`src/rtl/multi_register_pkg.sv`:
```
// Shared types for the multi-function register: operation encoding and default width.
package multi_register_pkg;

    localparam int DEFAULT_WIDTH = 4;

    typedef enum logic [2:0] {
        OP_HOLD,
        OP_INC,
        OP_DEC,
        OP_SHL,
        OP_SHR,
        OP_LOAD
    } op_e;

endpackage

```
`src/rtl/multi_register_next.sv`:
```
// Combinational next-state logic: priority-decodes the request lines into one op
// and computes the value the register should take on the next edge.
module multi_register_next
    import multi_register_pkg::*;
#(
    parameter int WIDTH = DEFAULT_WIDTH
) (
    input  logic [WIDTH-1:0] cur,
    input  logic [WIDTH-1:0] in,
    input  logic             en,
    input  logic             inc,
    input  logic             dec,
    input  logic             shl,
    input  logic             shr,
    output op_e              op,
    output logic [WIDTH-1:0] nxt
);

    // en is tested first so unknowns on the request lines cannot leak through while disabled.
    always_comb begin
        op = OP_HOLD;
        if (!en) begin
            op = OP_HOLD;
        end else if (inc) begin
            op = OP_INC;
        end else if (dec) begin
            op = OP_DEC;
        end else if (shl) begin
            op = OP_SHL;
        end else if (shr) begin
            op = OP_SHR;
        end else begin
            op = OP_LOAD;
        end
    end

    always_comb begin
        nxt = cur;
        case (op)
            OP_INC:  nxt = cur + WIDTH'(1);
            OP_DEC:  nxt = cur - WIDTH'(1);
            OP_SHL:  nxt = {cur[WIDTH-2:0], 1'b0};
            OP_SHR:  nxt = {1'b0, cur[WIDTH-1:1]};
            OP_LOAD: nxt = in;
            default: nxt = cur;
        endcase
    end

endmodule

```
`src/rtl/multi_register.sv`:
```
// Multi-function register: load, increment, decrement, logical shifts, with global enable.
// Holds only the state flop; all operation decoding lives in multi_register_next.
module multi_register
    import multi_register_pkg::*;
#(
    parameter int WIDTH = DEFAULT_WIDTH
) (
    output logic [WIDTH-1:0] out,
    input  logic [WIDTH-1:0] in,
    input  logic             clk,
    input  logic             en,
    input  logic             reset,
    input  logic             inc,
    input  logic             dec,
    input  logic             shl,
    input  logic             shr
);

    op_e              op;
    logic [WIDTH-1:0] nxt;

    multi_register_next #(
        .WIDTH(WIDTH)
    ) u_next (
        .cur(out),
        .in (in),
        .en (en),
        .inc(inc),
        .dec(dec),
        .shl(shl),
        .shr(shr),
        .op (op),
        .nxt(nxt)
    );

    always_ff @(posedge clk or posedge reset) begin
        if (reset) begin
            out <= '0;
        end else if (op != OP_HOLD) begin
            out <= nxt;
        end
    end

endmodule

```
`config.mk`:
```
export PLATFORM = sky130hd
export DESIGN_NAME = multi_register
export DESIGN_NICKNAME = d
export VERILOG_FILES = /design/src/rtl/multi_register_pkg.sv /design/src/rtl/multi_register_next.sv /design/src/rtl/multi_register.sv
export SDC_FILE = /design/constraint.sdc
export NUM_CORES = 1
export LEC_CHECK = 0
export BUFFER_PORTS_ARGS = -buffer_cell sky130_fd_sc_hd__buf_4
export CORE_AREA = 8 8 45 47
export DETAILED_ROUTE_END_ITERATION = 7
export DIE_AREA = 0 0 53 55
export HOLD_SLACK_MARGIN = 0.05
export MAX_ROUTING_LAYER = met4
export PLACE_DENSITY = 0.52
export SYNTH_ARGS = -nofsm -noshare
export SYNTH_HDL_FRONTEND = slang
export SYNTH_SLANG_ARGS = --single-unit
```
`constraint.sdc`:
```
create_clock -name clk -period 1.6 [get_ports clk]
set_clock_uncertainty 0.1 [all_clocks]
set_input_delay 0.24 -clock clk [delete_from_list [all_inputs] [get_ports clk]]
set_output_delay 0.24 -clock clk [all_outputs]
set_load 0.005 [all_outputs]
```
==> summary.md <==
| Metric | Value |
|---|---|
| Outcome | completed |
| Final setup vio count | 0 |
| Commonest cells after routing, fill and taps aside | buf_4 (18), o21ai_0 (6), nand2_1 (5), nor2_1 (5) |
| GR Util All Layers | 8.74% |
| Initial antenna violation count | 0 |
| Fmax | 685 MHz |
| CTS H-tree lvls | 1 |
| Worst-path cell chain | xnor2_1 > ha_1 > o21ai_0 > nor2_1 > a21oi_1 > o221ai_1 |
| Postcts setup bufs | 0 |
| Vias in the first global route | 405 |
| CTS Root Cell | clkbuf_4 |
| Die H | 55 um |
| GRT Max-Usage Layer | met2 |
| P per Cell Area | 994 nW/um2 |
| I/O pins | 15 |
| Ys async rst share | 100% |
| Period minus WS final | 1.46 ns |
| Family with the most delay on the worst path | compound AO/OA/AOI/OAI gates |
| Hold Crit Class | in2reg |
| Tot Pwr | 565 uW |
| Remaining DRCs | 0 |
| Worst Path Arrival | 1.46 ns |
| Register area share after synthesis | 24.9% |
| Dpl hpwl | 876 um |
| Top reg by flops | out |
| Mapped Area | 402 um2 |
| Crit path max-delay cell type | dfrtp_1 |
| Ys Warns | 0 |
| Final GP Congestion | 0.792 |
| Post-route setup TNS | 0 ns |
| Final Core Density | 41.0% |
| Starting Density | 29.0% |
| Leak | 0.275 nW |
| R2r setup slk | 0.14 ns |
| CP max FO | 4 |
| DIE WIDTH | 53 um |
| Final Hold Fails | 0 |
| Initial DRT Pass Iterations | 4 |
| Worst EP required | 1.60 ns |
| Via count | 431 |
| Worst-Skew Late Latency | 0.24 ns |
| CTS tree | built |
| Maxcap violations | 0 |
| Setup crit start kind | flop |
| WS Path Type | reg2reg |
| Die area | 2920 um2 |
| RR Startpoint | out[1] |
| Period utilization | 91.3% |
| Total grt overflow | 0 |
| CTS Buffer Depth | 2 |
| Nets | 84 |
| Wire length per cell | 12.9 um |
| Clock-pin slew on the worst setup and hold paths | 0.04 ns |
| Syn Nets | 64 |
| Ant diodes | 0 |
| Top FF cell, synth | dfrtp_1 |
| Post-Route WL | 1.11 mm |
| Hold_ws | 0.232 ns |
| Gate Count Post-Synth | 52 |
| Top Registers | out: 4 flops |
| R2R Path End | out[2] |
| Most common cell after layout, fill and taps aside | buf_4 |
| Syn avg cell area | 7.72 um2 |
| Global-route wire length before repair | 1.81 mm |
| Worst slew pin tran | 0.411 ns |
| Routed Antenna Nets | 0 |
| Peak VDD IR | 541 uV |
| Slew Viols, Final | 0 |
| Max FFs per register | 4 |
| Worst Hold Launch | en |
| Fill cells | 150 |
| Met2 Use GR | 14.3% |
| Hold-critical path depth | 3 |
| #FFs+latches synth | 4 |
| Synth cell types | 22 |
| CTS buffer count | 3 |
| Critical path capture point type | flop |
| Quantity of I/O buffers inserted on ports | 14 |
| Post-synth EDFFs | 0 |
| Syn-to-layout area delta | 41.4% |
| Worst hold endpoint | out[3] |
| Row Count | 14 |
| Core area | 1380 um2 |
| Met3 usage | 3.74% |
| Via density | 5.01 |
| Reg2Reg Depth | 6 |
| Slew headroom | 72.3% |
| Layout cell share with drive strength beyond 1 | 32.9% |
| RSZ-0062 raised after global routing | no |
| Clock Sink Count | 4 |
| Met1 usage | 9.01% |
| Largest net degree at the start of global routing | 12 |
| CP peak stage delay | 0.39 ns |
| Buffers & Inverters on Critical Path | 0 |
| DRT iter0 DRCs | 3 |
-- cell type report --
type | count | area (um2) | share of cell area, %
Multi-Input combinational cell | 40 | 265 | 46.7
Timing Repair Buffer | 19 | 145 | 25.6
Sequential cell | 4 | 100 | 17.6
Clock buffer | 3 | 22.5 | 3.96
Tap cell | 16 | 20.0 | 3.52
Inverter | 4 | 15.0 | 2.64
-- worst reg2reg max path, cell delays in order (launching register included) --
cell      delay [ns]
dfrtp_1         0.39
xnor2_1         0.15
ha_1            0.22
o21ai_0         0.15
nor2_1          0.05
a21oi_1         0.12
o221ai_1        0.13
-- worst max path at each step --
stage                start      to  cells past startpoint
finish              out[1]  out[2]                      6
global route        out[1]  out[1]                      4
CTS                 out[1]  out[1]                      4
detailed placement     inc  out[1]                      6
global placement       inc  out[1]                      6
floorplan           out[1]  out[1]                      5
-- synthesized netlist by cell type (all sizes together), types with 2 or more instances --
cell type  number  share of area [%]
a21oi           3                3.7
mux2i           3                7.5
dfrtp           4                 25
buf             4                6.5
nand2           5                4.7
o21ai           7                8.7
nand3b          2                3.7
nor3            4                5.0
and3            2                3.1
nor2            5                4.7
inv             4                3.7
-- cell families (layout without fill, tap and decap cells) --
logic type                 Yosys count  count (layout)  share of synthesized area, %
AOI/OAI and AO/OA                   15              15                          23.4
muxes                                3               3                          7.48
and+or+nand+nor                     20              20                          28.7
DFF                                  4               4                          24.9
buffers and inverters                8              26                          10.3
adders and majority gates            1               1                          3.11
xor gates and xnor gates             1               1                          2.18
-- metal layers --
metal	vias to the layer above	share of wire, %
met4	0	1.3
met3	2	5.8
met1	198	40
met2	9	53
li1	222	-
met5	-	0
-- power by group --
group	leakage (nW)	internal (mW)	switching, mW
registers	0.0445	0.132	0.0472
clock network	0.0138	0.0839	0.0411
logic	0.217	0.145	0.115
total	0.275	0.361	0.203
-- per-stage QoR --
step	cell area, um2	instances	setup slack (ns)
after floorplan	402	52	0.0850
after global placement	531	82	-0.0249
after detailed placement	531	82	-0.0822
after CTS	563	86	0.0550
after global routing	568	86	0.0162
final	568	86	0.140
-- timing repair --
action                                 in CTS  in global routing
hold buffers                                1                  0
gates resized for setup                     0                  1
setup endpoints to repair                   0                  1
endpoints found under the hold margin       4                  0
(Power assumes the default switching activity.)
